[src/rtl/cache_load_l1_data_if.sv]
// cache_load_l1_data_if: core request/response and L1 data array signals grouped for the load unit
interface cache_load_l1_data_if #(
  parameter int offset_size = 2,
  parameter int word_size   = 2,
  parameter int block_size  = 128
);
  logic                   req_valid_i;
  logic                   req_ready_o;
  logic [2:0]             load_instruction_i;
  logic [word_size-1:0]   word_i;
  logic [offset_size-1:0] offset_i;
  logic                   rd_en_o;
  logic [block_size-1:0]  data_L1_i;
  logic                   resp_valid_o;
  logic                   resp_ready_i;
  logic [63:0]            data_core_o;
  logic                   err_o;
  modport master (
    output req_valid_i, load_instruction_i, word_i, offset_i, data_L1_i, resp_ready_i,
    input  req_ready_o, rd_en_o, resp_valid_o, data_core_o, err_o
  );
  modport slave (
    input  req_valid_i, load_instruction_i, word_i, offset_i, data_L1_i, resp_ready_i,
    output req_ready_o, rd_en_o, resp_valid_o, data_core_o, err_o
  );
endinterface

[src/rtl/cache_load_l1_data.sv]
// cache_load_l1_data: L1 data load unit that reads a block, extracts and extends the addressed datum
module cache_load_l1_data #(
  parameter int offset_size = 2,
  parameter int word_size   = 2,
  parameter int block_size  = 128
) (
  input  logic                 clk_i,
  input  logic                 rst_ni,
  cache_load_l1_data_if.slave  bus
);
  typedef enum logic [1:0] {IDLE, READ, RESP} state_t;
  state_t                 r_state, w_next;
  logic [2:0]             r_funct;
  logic [word_size-1:0]   r_word;
  logic [offset_size-1:0] r_offset;
  logic [63:0]            r_data;
  logic                   r_err;
  logic                   w_accept, w_legal, w_sgn;
  logic [2:0]             w_f;
  logic [63:0]            w_sb, w_sw, w_sd, w_ext;
  assign w_f = bus.load_instruction_i;
  assign w_legal = w_f == 3'b111       ? 1'b0 :
                   w_f[1:0] == 2'd0    ? 1'b1 :
                   w_f[1:0] == 2'd1    ? bus.offset_i != {offset_size{1'b1}} :
                   w_f[1:0] == 2'd2    ? bus.offset_i == '0 :
                                         bus.offset_i == '0 && !bus.word_i[0];
  // Shift the block so the addressed byte, word or doubleword lands at bit 0
  assign w_sb  = 64'(bus.data_L1_i >> {r_word, r_offset, 3'b000});
  assign w_sw  = 64'(bus.data_L1_i >> {r_word, 5'b00000});
  assign w_sd  = 64'(bus.data_L1_i >> {r_word[word_size-1:1], 6'b000000});
  assign w_sgn = !r_funct[2];
  assign w_ext = r_funct[1:0] == 2'd0 ? {{56{w_sgn & w_sb[7]}},  w_sb[7:0]}  :
                 r_funct[1:0] == 2'd1 ? {{48{w_sgn & w_sb[15]}}, w_sb[15:0]} :
                 r_funct[1:0] == 2'd2 ? {{32{w_sgn & w_sw[31]}}, w_sw[31:0]} :
                                        w_sd;
  assign bus.data_core_o = r_data;
  assign bus.err_o       = r_err;
  // Handshake outputs and next state; illegal requests skip the array read and go straight to RESP
  always_comb begin
    w_next           = r_state;
    w_accept         = 1'b0;
    bus.req_ready_o  = 1'b0;
    bus.rd_en_o      = 1'b0;
    bus.resp_valid_o = 1'b0;
    bus.req_ready_o  = rst_ni && r_state == IDLE;
    w_accept         = rst_ni && r_state == IDLE && bus.req_valid_i;
    bus.rd_en_o      = w_accept && w_legal;
    bus.resp_valid_o = r_state == RESP;
    w_next = r_state == IDLE ? (w_accept ? (w_legal ? READ : RESP) : IDLE) :
             r_state == READ ? RESP :
             (bus.resp_ready_i ? IDLE : RESP);
  end
  // State register
  always_ff @(posedge clk_i) begin
    if (!rst_ni) r_state <= IDLE;
    else         r_state <= w_next;
  end
  // Request latch and response register; READ captures the array data returned after rd_en_o
  always_ff @(posedge clk_i) begin
    if (!rst_ni) begin
      r_funct  <= '0;
      r_word   <= '0;
      r_offset <= '0;
      r_data   <= '0;
      r_err    <= 1'b0;
    end else begin
      if (w_accept) begin
        r_funct  <= bus.load_instruction_i;
        r_word   <= bus.word_i;
        r_offset <= bus.offset_i;
      end
      if (w_accept && !w_legal) begin
        r_data <= '0;
        r_err  <= 1'b1;
      end
      if (r_state == READ) begin
        r_data <= w_ext;
        r_err  <= 1'b0;
      end
    end
  end
endmodule

[src/flat_wrapper.sv]
// flat-port wrapper written by rule: the top's interface ports become plain ports
module cache_load_l1_data_flat 
#(
  parameter int offset_size = 2,
  parameter int word_size   = 2,
  parameter int block_size  = 128
)
  (clk_i, rst_ni, bus_req_valid_i, bus_load_instruction_i, bus_word_i, bus_offset_i, bus_data_L1_i, bus_resp_ready_i, bus_req_ready_o, bus_rd_en_o, bus_resp_valid_o, bus_data_core_o, bus_err_o);
  cache_load_l1_data_if #(.offset_size(offset_size), .word_size(word_size), .block_size(block_size)) bus_i ();
  input  logic clk_i;
  input  logic rst_ni;
  input wire logic [$bits(bus_i.req_valid_i)-1:0] bus_req_valid_i;
  input wire logic [$bits(bus_i.load_instruction_i)-1:0] bus_load_instruction_i;
  input wire logic [$bits(bus_i.word_i)-1:0] bus_word_i;
  input wire logic [$bits(bus_i.offset_i)-1:0] bus_offset_i;
  input wire logic [$bits(bus_i.data_L1_i)-1:0] bus_data_L1_i;
  input wire logic [$bits(bus_i.resp_ready_i)-1:0] bus_resp_ready_i;
  output wire logic [$bits(bus_i.req_ready_o)-1:0] bus_req_ready_o;
  output wire logic [$bits(bus_i.rd_en_o)-1:0] bus_rd_en_o;
  output wire logic [$bits(bus_i.resp_valid_o)-1:0] bus_resp_valid_o;
  output wire logic [$bits(bus_i.data_core_o)-1:0] bus_data_core_o;
  output wire logic [$bits(bus_i.err_o)-1:0] bus_err_o;
  assign bus_i.req_valid_i = bus_req_valid_i;
  assign bus_i.load_instruction_i = bus_load_instruction_i;
  assign bus_i.word_i = bus_word_i;
  assign bus_i.offset_i = bus_offset_i;
  assign bus_i.data_L1_i = bus_data_L1_i;
  assign bus_i.resp_ready_i = bus_resp_ready_i;
  assign bus_req_ready_o = bus_i.req_ready_o;
  assign bus_rd_en_o = bus_i.rd_en_o;
  assign bus_resp_valid_o = bus_i.resp_valid_o;
  assign bus_data_core_o = bus_i.data_core_o;
  assign bus_err_o = bus_i.err_o;
  cache_load_l1_data #(.offset_size(offset_size), .word_size(word_size), .block_size(block_size)) u_core (.clk_i(clk_i), .rst_ni(rst_ni), .bus(bus_i));
endmodule
[config.mk]
export PLATFORM = sky130hd
export DESIGN_NAME = cache_load_l1_data_flat
export DESIGN_NICKNAME = d
export VERILOG_FILES = /design/src/rtl/cache_load_l1_data_if.sv /design/src/rtl/cache_load_l1_data.sv /design/src/flat_wrapper.sv
export SDC_FILE = /design/constraint.sdc
export NUM_CORES = 1
export LEC_CHECK = 0
export CAP_MARGIN = 20
export CORE_ASPECT_RATIO = 0.5
export CORE_MARGIN = 2
export CORE_UTILIZATION = 48
export CTS_BUF_LIST = sky130_fd_sc_hd__clkbuf_4
export DETAILED_ROUTE_END_ITERATION = 10
export GPL_TIMING_DRIVEN = 0
export PLACE_DENSITY = 0.94
export SYNTH_ARGS = -nofsm -noshare
export SYNTH_HDL_FRONTEND = slang
export SYNTH_SLANG_ARGS = --single-unit
[constraint.sdc]
create_clock -name clk_i -period 3 [get_ports clk_i]
set_input_delay 0.45 -clock clk_i [delete_from_list [all_inputs] [get_ports clk_i]]
set_output_delay 0.45 -clock clk_i [all_outputs]
set_load 0.005 [all_outputs]
==> results.cfg <==
[outcome]
outcome = finished with violations
violations = DRC, setup timing

[power_and_ir_drop]
p_leak_nw = 2.935
ir_worst_vdd_mv = 0.2640
cellPowerDensity_mw_per_mm2 = 336.9
power_mw = 2.948

[final_layout]
final_cells = 972
syn_to_final_growth_pct = 39.66
nFillCells = 934
nNetsFinal = 934
stdcell_area_mm2 = 0.008750
drive_gt1_frac = 0.2025

[timing]
setup_ws_ps = -70.44
hold_viol = 0
max_freq_mhz = 325.7
skew_ps = 22.26
rsz0062_at_grt = no
finalCriticalPeriod_ps = 3070
maxSlewViolCount = 0
min_period_over_period = 1.023
finalSetupViolCount = 1
slew_headroom = 0.3555
worst_pin_slew_ps = 966.8

[grt]
grt_use_total = 0.3943
grt_pass1_wl_mm = 40.10
grt_max_degree = 13
antenna_found_initial = 1
gr-total-overflow = 0
grt_pass1_vias = 6560

[synth]
synthCells = 576
ys_ff_latch = 74
syn-cell-area_mm2 = 0.006265
ys_seq_area_frac = 0.2365
synth_warnings = 0
synthTopCellsByArea = mux4_2, dfxtp_1, mux2i_1
synth_largest_area_cell = mux4_2
synth_edf_count = 0
avgSynthCellArea_um2 = 10.88
synth_cell_types = 52
ys.flop_type = dfxtp_1
netlist.area_leader.share = 0.2660
async_reset_ff_frac = 0
synth.net_count = 715
synth_common_cells = dfxtp_1, mux4_2, nand2_1, o21ai_0, o2bb2ai_1

[die]
rows = 29
ios = 207
start_util = 0.4933
die_area_mm2 = 0.01404
die_w_um = 165.6
die_h_um = 84.78
core-area_mm2 = 0.01270

[placement]
dp_hpwl_mm = 21.68
port_buffers = 205
dp_cells = 951
dp_slack_ps = -240.5
place_congestion = 1.006
placed_cell_area_mm2 = 0.008529

[detailed_routing]
drc = 1
drt_first_pass_iters = 11
drtAntennaViolNets = 0
drt_iter0_markers = 1048
vias = 6792
wl_mm = 27.87
viasPerCell = 6.988
post_drt_wl_per_cell_um = 28.67

[clock_network]
worstSkewPairLatency_ps = 460
cts_max_path_buffers = 2
path_clk_slew_ps = 130
ctsRootBufferMaster = clkbuf_4
hold_buffers = 0
clkSinkCount = 74
htree_levels = 3
cts_tree = done
cts_made_buffers = 9

[worst_setup_path]
crit_required_ps = 3330
endpoint_kind = register
cp.arrival_ps = 3400
critPathMaxFanout = 10
critPathLaunchType = register
critPathKind = register to register

[job]
drv_cap = 0

[worst_hold_path]
hold_path_class = input pin to register
cells by family after synthesis:
kind of cell / Yosys count / synth area share
AO/OA/AOI/OAI: 158 / 0.1885
multiplexers: 156 / 0.4270
AND/OR/NAND/NOR: 124 / 0.09567
flip-flops: 74 / 0.2365
buffers and inverters: 64 / 0.05233
area by class of cell:
type,instances,area (um^2),share of cell area
diodes,2,5.005,0.0005720
clock inverters,6,105.1,0.01201
inverters,4,15.01,0.001716
plain buffers,60,315.3,0.03604
repair buffers,208,2074,0.2371
multi-input cells,438,4466,0.5104
well taps,170,212.7,0.02431
clock buffers,10,75.07,0.008580
flip-flops and latches,74,1481,0.1693
per-layer routing:
layer / GRT usage / share of wire / vias up
met5: 0 / 0.00039 / -
met4: 0.1082 / 0.034 / 2
met3: 0.2609 / 0.17 / 125
met2: 0.5605 / 0.42 / 597
met1: 0.4915 / 0.37 / 3286
li1: - / - / 2782
critical path: stages, from the launching register on:
cell and delay (ps):
dfxtp_1 380, buf_2 370, clkbuf_1 620, buf_2 470, mux2i_1 500, o21ai_0 220
o21ai_1 280, a21oi_1 110
power by group:
group | total, mW | switching, mW | internal [mW]
combinational | 1.06 | 0.508 | 0.555
clock | 0.825 | 0.399 | 0.426
sequential | 1.06 | 0.0303 | 1.03
total | 2.95 | 0.937 | 2.01
timing repair:
action                                 4_1_cts  5_1_grt
endpoints found under the hold margin        0        0
resized for setup                            0        6
buffers inserted                             0        3
setup endpoints to repair                    0       17
through the flow:
stage / setup TNS, ps / util / hold slack, ps
after global routing: 0 / 0.6886 / 363.0
after detailed placement: -3786 / 0.6716 / 446.7
after floorplan: 0 / - / 436.3
after CTS: 0 / 0.6858 / 366.1
final: -70.44 / 0.6890 / 343.9
after global placement: -2454 / 0.6716 / 448.7
worst paths after layout:
| kind | depth (start not counted) | startpoint | slack [ps] | end |
|---|---|---|---|---|
| hold / removal | 3 | rst_ni | 340 | u_core.bus.data_core_o[19]$_SDFFE_PN0P_ |
| setup reg to reg | 7 | u_core.r_word[1]$_SDFFE_PN0P_ | -70 | u_core.bus.data_core_o[6]$_SDFFE_PN0P_ |
| setup / recovery | 7 | u_core.r_word[1]$_SDFFE_PN0P_ | -70 | u_core.bus.data_core_o[6]$_SDFFE_PN0P_ |
| hold reg to reg | 2 | u_core.r_funct[2]$_SDFFE_PN0P_ | 480 | u_core.r_funct[2]$_SDFFE_PN0P_ |
registers in the layout, summed over array words and instances (netlist names):
| register | count |
|---|---|
| u_core.r_funct | 3 |
| u_core.r_offset | 2 |
| u_core.bus.err_o | 1 |
| u_core.r_state | 2 |
| u_core.r_word | 2 |
| u_core.bus.data_core_o | 64 |
placed cells by master, fill, tap and decap left out, types with 12 or more instances in the layout:
cell type        instances
nand2_1                 52
mux4_2                  74
a21oi_1                 19
nor2_1                  18
mux2i_1                 40
clkdlybuf4s50_1        205
o21ai_0                 42
clkbuf_1                23
buf_2                   20
mux2_2                  33
nand3_1                 12
dfxtp_1                 74
o2bb2ai_1               42
Note: power is estimated with default switching activity, not from simulation.
